`src/rtl/prefetch_unit.sv`:
```
// Instruction prefetch unit: fetches sequential words from memory into a small
// circular queue of {pc, instruction} entries, with redirect/flush and global freeze.
module prefetch_unit #(
  parameter int                XLEN     = 32,
  parameter int                DEPTH    = 4,
  parameter logic [XLEN-1:0]   RESET_PC = '0
) (
  input  logic                        clk,
  input  logic                        rst,
  input  logic                        hlt,
  input  logic                        override,
  input  logic [XLEN-1:0]             newpc,
  output logic                        mem_valid,
  input  logic                        mem_ready,
  output logic [XLEN-1:0]             mem_addr,
  input  logic [XLEN-1:0]             mem_rdata,
  output logic                        out_valid,
  input  logic                        out_ready,
  output logic [XLEN-1:0]             instruction,
  output logic [XLEN-1:0]             outpc,
  output logic [$clog2(DEPTH):0]      count
);

  localparam int AW = $clog2(DEPTH);
  localparam int CW = AW + 1;
  localparam logic [CW-1:0] FULL = CW'(DEPTH);

  logic [XLEN-1:0] fetch_pc;
  logic [AW-1:0]   rd_ptr;
  logic [AW-1:0]   wr_ptr;
  logic [CW-1:0]   occ;
  logic [XLEN-1:0] pc_mem  [DEPTH];
  logic [XLEN-1:0] ins_mem [DEPTH];
  logic            push;
  logic            pop;

  // Both sides use valid/ready: a transfer happens in any cycle where valid and
  // ready are high together; valid never depends on ready.
  assign mem_valid   = !rst && !hlt && !override && (occ < FULL);
  assign out_valid   = !rst && !hlt && !override && (occ != '0);
  assign push        = mem_valid && mem_ready;
  assign pop         = out_valid && out_ready;
  assign mem_addr    = fetch_pc;
  assign instruction = ins_mem[rd_ptr];
  assign outpc       = pc_mem[rd_ptr];
  assign count       = occ;

  always_ff @(posedge clk or posedge rst) begin
    if (rst) begin
      fetch_pc <= RESET_PC;
      rd_ptr   <= '0;
      wr_ptr   <= '0;
      occ      <= '0;
    end else if (!hlt) begin
      if (override) begin
        fetch_pc <= {newpc[XLEN-1:2], 2'b00};
        rd_ptr   <= '0;
        wr_ptr   <= '0;
        occ      <= '0;
      end else begin
        if (push) begin
          fetch_pc <= fetch_pc + XLEN'(4);
          wr_ptr   <= wr_ptr + AW'(1);
        end
        if (pop) begin
          rd_ptr <= rd_ptr + AW'(1);
        end
        case ({push, pop})
          2'b10:   occ <= occ + CW'(1);
          2'b01:   occ <= occ - CW'(1);
          default: occ <= occ;
        endcase
      end
    end
  end

  // Queue storage carries no reset; validity is tracked by the pointers alone.
  always_ff @(posedge clk) begin
    if (push) begin
      pc_mem[wr_ptr]  <= fetch_pc;
      ins_mem[wr_ptr] <= mem_rdata;
    end
  end

endmodule

```
`config.mk`:
```
export PLATFORM = sky130hd
export DESIGN_NAME = prefetch_unit
export DESIGN_NICKNAME = d
export VERILOG_FILES = /design/src/rtl/prefetch_unit.sv
export SDC_FILE = /design/constraint.sdc
export NUM_CORES = 1
export LEC_CHECK = 0
export BUFFER_PORTS_ARGS = -buffer_cell sky130_fd_sc_hd__clkbuf_2
export CAP_MARGIN = 20
export CORE_MARGIN = 1
export CORE_UTILIZATION = 40
export CTS_CLUSTER_SIZE = 10
export DETAILED_ROUTE_END_ITERATION = 10
export PLACE_DENSITY = 0.67
export SETUP_SLACK_MARGIN = 0.02
export SLEW_MARGIN = 20
export SYNTH_ARGS = -nofsm -noshare
export SYNTH_HDL_FRONTEND = slang
export SYNTH_SLANG_ARGS = --single-unit
```
`constraint.sdc`:
```
create_clock -name clk -period 8 [get_ports clk]
set_clock_uncertainty 0.15 [all_clocks]
set_input_delay 0 -clock clk [delete_from_list [all_inputs] [get_ports clk]]
set_output_delay 0 -clock clk [all_outputs]
set_load 0.01 [all_outputs]
```
; ---- Yosys cells after proc, flatten, opt, wreduce, memory -nomap -nowiden
; Memory sizes are Yosys's and may differ from the RTL's.
; Index checks and enable logic that the tools add are counted.
[totals]
register_bits = 39
latch_bits = 0
ram_bits = 256
mem_bits_ro = 0
inputBits = 70
out_inout_bits = 101
word_cells = 41
mem_count = 2
[op_classes]
n_addsub = 5
n_mul = 0
n_div = 0
order_cmp = 1
n_eq_ne = 2
shift = 0
mux = 10
bitwise_logic = 1
reduce_logical = 16
[memory_table]
columns = name, words, word_bits, rd, rd_clocked_by_memory_dff, write_ports, line_no
row1 = ins_mem, 4, 32, 1, 0, 1, 33  ; logic [XLEN-1:0] ins_mem [DEPTH];
row2 = pc_mem, 4, 32, 1, 0, 1, 32  ; logic [XLEN-1:0] pc_mem [DEPTH];
[op_table]
columns = op, n
row1 = $mux W32, 2
row2 = $add A32 B3 Y32 const B, 1
row3 = $mux W2, 4
row4 = $logic_and A1 B1 Y1, 6
row5 = $pmux W3 S2, 1
row6 = $reduce_and A2 Y1, 3
row7 = $reduce_bool A3 Y1, 2
row8 = $add A2 B1 Y2 const B, 2
row9 = $reduce_bool A2 Y1, 2
row10 = $add A3 B1 Y3 const B, 1
row11 = $logic_not A1 Y1, 3
row12 = $lt A3 B3 Y1 const B, 1
row13 = $mux W3, 1
row14 = $sub A3 B1 Y3 const B, 1
row15 = $eq A2 B1 Y1 const B, 1
row16 = $eq A2 B2 Y1 const B, 1
row17 = $mux W1, 2
row18 = $not A1 Y1, 1

; ---- Depth between registers and ports, before layout
[logic_depth]
word_depth = 8
mapped_depth = 8
ltp_nobuf = 7

; ---- Worst setup path before layout
; No wires, ideal clock.
[synth_path]
path_type = register -> register
startpoint = register occ[2], in the netlist count[2]
endpoint = memory ins_mem[0][0], enable pin
setup_ns = 0.427
arrival_ns = 2.857
required_time_ns = 7.423
setup_slack_ns = 4.566
stages_incl_launch_ff = 4
path_buffers = 1
synth_period_minus_slack_ns = 3.434
path_cell_list = dfrtp_1 > nor3b_1 > clkbuf_1 > and3_1
[synth_between]
elab_chain_len = 5
[synth_lines]
columns = element, line_no
row1 = "start, declared", 31  ; logic [CW-1:0] occ;
row2 = "start signal, assigned", 69  ; 2'b10: occ <= occ + CW'(1);
row3 = "start signal, assigned", 70  ; 2'b01: occ <= occ - CW'(1);
row4 = $lt A3 B3 Y1, 39  ; assign mem_valid = !rst && !hlt && !override && (occ < FULL);
row5 = $logic_and A1 B1 Y1, 39
row6 = $logic_and A1 B1 Y1, 41  ; assign push = mem_valid && mem_ready;
row7 = $mux W1, 79  ; if (push) begin
row8 = $mux W1 (not written as such), 81  ; ins_mem[wr_ptr] <= mem_rdata;
row9 = "end, declared", 33
; No other way between the ends.

; ---- Worst setup path in the final report
[layout_path]
startpoint = register rd_ptr[0]
endpoint = output outpc[18]
[layout_between]
elab_chain_len = 1
[layout_lines]
columns = element, line_no
row1 = "start, declared", 29  ; logic [AW-1:0] rd_ptr;
row2 = "start signal, assigned", 66  ; rd_ptr <= rd_ptr + AW'(1);
row3 = $mem_v2 Z4 W32, n/a
row4 = "end, declared", 20  ; output logic [XLEN-1:0] outpc,
; No other way between the ends.

==> results_dict.tcl <==
set metrics [dict create \
    synth_area_per_cell_um2 18.18 \
    final-max-slew-violation-count 0 \
    worstHoldStart "override" \
    globalRouteOverflowTotal 0 \
    hp-class "in2reg" \
    holdBufCountCts 71 \
    period_minus_slack_ns 2.984 \
    critical_path_peak_fanout 38 \
    worst_r2r_endpoint "mem_addr[25]" \
    drt.antenna.violating_nets 0 \
    whs_path_depth 4 \
    setup_repair_after_global_routing_missed_its_margin "no" \
    synth.yosys.warnings 0 \
    worstReg2RegStart "mem_addr[4]" \
    max_slew.worst_pin.slew_ns 1.006 \
    synth_top_area_share_pct 64.82 \
    yosys.area.top_type "edfxtp_1" \
    pin_count_of_the_biggest_net_entering_global_routing 66 \
    diodes 0 \
    cts_tree "yes" \
    maxCapViolCount 0 \
    fp.dieArea_um2 29400 \
    io_pins 171 \
    cts_inserted_buffers 35 \
    syn_inst 632 \
    synthTopCellsByArea "edfxtp_1 (65%), mux4_2 (12%), dfrtp_1 (8.1%)" \
    synth_cell_types 59 \
    leakage_nw 5.104 \
    finalSetupViolCount 0 \
    min_period_over_period_pct 37.30 \
    synth_enable_flop_cells 248 \
    fraction_of_final_layout_cells_with_drive_strength_greater_than_1_pct 32.25 \
    timing.reg2reg.setup_slack_ns 5.19 \
    cts_setup_buffers 0 \
    status "finished clean" \
    routed_wire_length_per_instance_um 20.49 \
    worst_skew_pair.late_latency_ns 0.50 \
    ir_drop_uv 158.8 \
    detailroute.via_count 6812 \
    first_global_vias 6822 \
    totalNegativeSetupSlack_ns 0 \
    synth_top_cells_by_count "edfxtp_1 (248), mux4_2 (62), dfrtp_1 (37), nor2_1 (31)" \
    port-buffer-count 164 \
    wire_length_of_the_first_global_routing_pass_um 39650 \
    final_hold_viol_count 0 \
    htree_levels 2 \
    timing.setup.critical_path_class "reg2out" \
    ys_async_sr_fraction_pct 12.98 \
    area_growth_pct 25.66 \
    post-place-ws_ns 5.197 \
    peak_clock_frequency_supported_by_timing_ghz 0.3351 \
    reg2reg_depth 5 \
    die_width_um 171.5 \
    via_per_inst 5.347 \
    synth.yosys.seq_area_share_pct 72.88 \
    gr-usage-all-layers_pct 18.11 \
    whs_endpoint "mem_addr[19]" \
    maxSlewHeadroom_pct 32.34 \
    fp.coreArea_um2 28010 \
    gpl.final_weighted_congestion 0.8019 \
    placementRows 61 \
    antenna_violations_before_repair 1 \
    floorplan.initialDensity_pct 41.01 \
    final_critical_path_setup_slack_ns 5.016 \
    library_cell_with_the_highest_instance_count_after_synthesis "edfxtp_1" \
    dp.final_hpwl_um 15430 \
    cts-resized-gates 0 \
    postSynthRegisterBits 285 \
    postSynth.topFlopCell "edfxtp_1" \
    critPathRequiredTime_ns 7.85 \
    critPathArrivalTime_ns 2.83 \
    totalWireLength_um 26100 \
    floorplan.die.height_um 171.5 \
    path_clk_slew_ns 0.05 \
    post_synth_instance_area_um2 11490 \
    first_iter_violations 562 \
    num-nets-final 951 \
    cts.path.max_buffers 3 \
    worst_setup_path_end_kind "primary output" \
    detailedRoute.firstPassIterationCount 5 \
    remaining_drc_errors 0 \
    ctsRootBufferMaster "clkbuf_16" \
    worst_setup_path_start_kind "flop" \
    cellPowerDensity_nw_per_um2 285.2 \
    clock-sinks 285 \
]
kinds of logic (layout without fill, tap and decap cells):
group	Yosys count	in the layout	synth area share, %
buffers and inverters	50	311	1.884
AND/OR/NAND/NOR	134	134	6.545
other	1	4	0.03264
multiplexers	66	66	12.50
adder cells (fa/ha/maj)	6	6	0.7188
AO/OA/AOI/OAI	90	90	5.435
flip-flops	285	285	72.88
worst max-delay path by stage:
stage	start	endpoint	slack, ns	cells past startpoint
final	rd_ptr[0]	outpc[18]	5.02	3
after global routing	rd_ptr[0]	outpc[17]	4.76	3
after CTS	rd_ptr[0]	outpc[20]	4.88	3
after detailed placement	override	mem_addr[16]	5.20	6
after global placement	override	mem_addr[16]	5.22	6
after floorplan	count[2]	ins_mem[0][0]	4.57	3
area by class of cell:
type / count / area (um^2)
tap: 378 / 473.0
multi-input combinational: 300 / 2945
inverter: 12 / 45.04
clock buffer: 55 / 1003
clock inverter: 3 / 12.51
timing repair buffer: 241 / 1577
fill: 2305 / 13570
sequential: 285 / 8381
cell usage in the layout (no fill, tap or decap), drive strengths merged, types with 4 or more instances in the layout:
cell	netlist	routed
conb	1	4
a211oi	4	4
mux2i	4	4
nor3	12	12
dlygate4sd3	0	71
nand2	16	16
a21oi	15	15
mux4	62	62
nor2	31	31
a22oi	6	6
nor4	8	8
and4	5	5
buf	18	6
a311oi	8	8
nand3	13	13
o22ai	5	5
o21ai	21	21
inv	12	12
ha	5	5
and3	19	19
clkbuf	20	219
a31oi	4	4
dfrtp	37	37
edfxtp	248	248
nand4	9	9
nor4b	4	4
registers in the layout (all words and copies together) (netlist names):
signal	cells
rd_ptr	2
count	3
ins_mem	128
pc_mem	120
mem_addr	30
wr_ptr	2
stage by stage:
| step | utilization, % | instance area (um^2) | power, mW | cells | hold WS, ns |
|---|---|---|---|---|---|
| final | 51.54 | 14440 | 4.117 | 1274 | 0.05215 |
| after detailed placement | 45.36 | 12710 | 2.738 | 1145 | -0.2353 |
| after CTS | 51.53 | 14430 | 4.174 | 1274 | 0.02071 |
| after floorplan | - | 11500 | 2.387 | 635 | -0.09560 |
| after global routing | 51.54 | 14440 | 4.309 | 1274 | 0.08623 |
| after global placement | 45.36 | 12710 | 2.722 | 1145 | -0.2414 |
power by group:
group          total [mW]  switching, mW  internal, mW  leakage [nW]
Clock                1.40          0.547         0.853         0.490
Combinational       0.809          0.372         0.437          1.94
Sequential           1.91          0.201          1.71          2.67
layer usage:
metal  routed length [um]  part of all wire [%]  track usage [%]
met4                  440                   1.7            4.503
met2                12350                    47            28.96
met5                   11                 0.042                0
met3                 1786                   6.8            3.935
met1                11510                    44            25.20
worst max-delay path, stage by stage, from the launching register on:
cell and delay (ns):
dfrtp_4 0.80, buf_4 0.72, mux4_2 0.62, clkbuf_2 0.15
No activity file was read; power rests on OpenSTA's default activity.
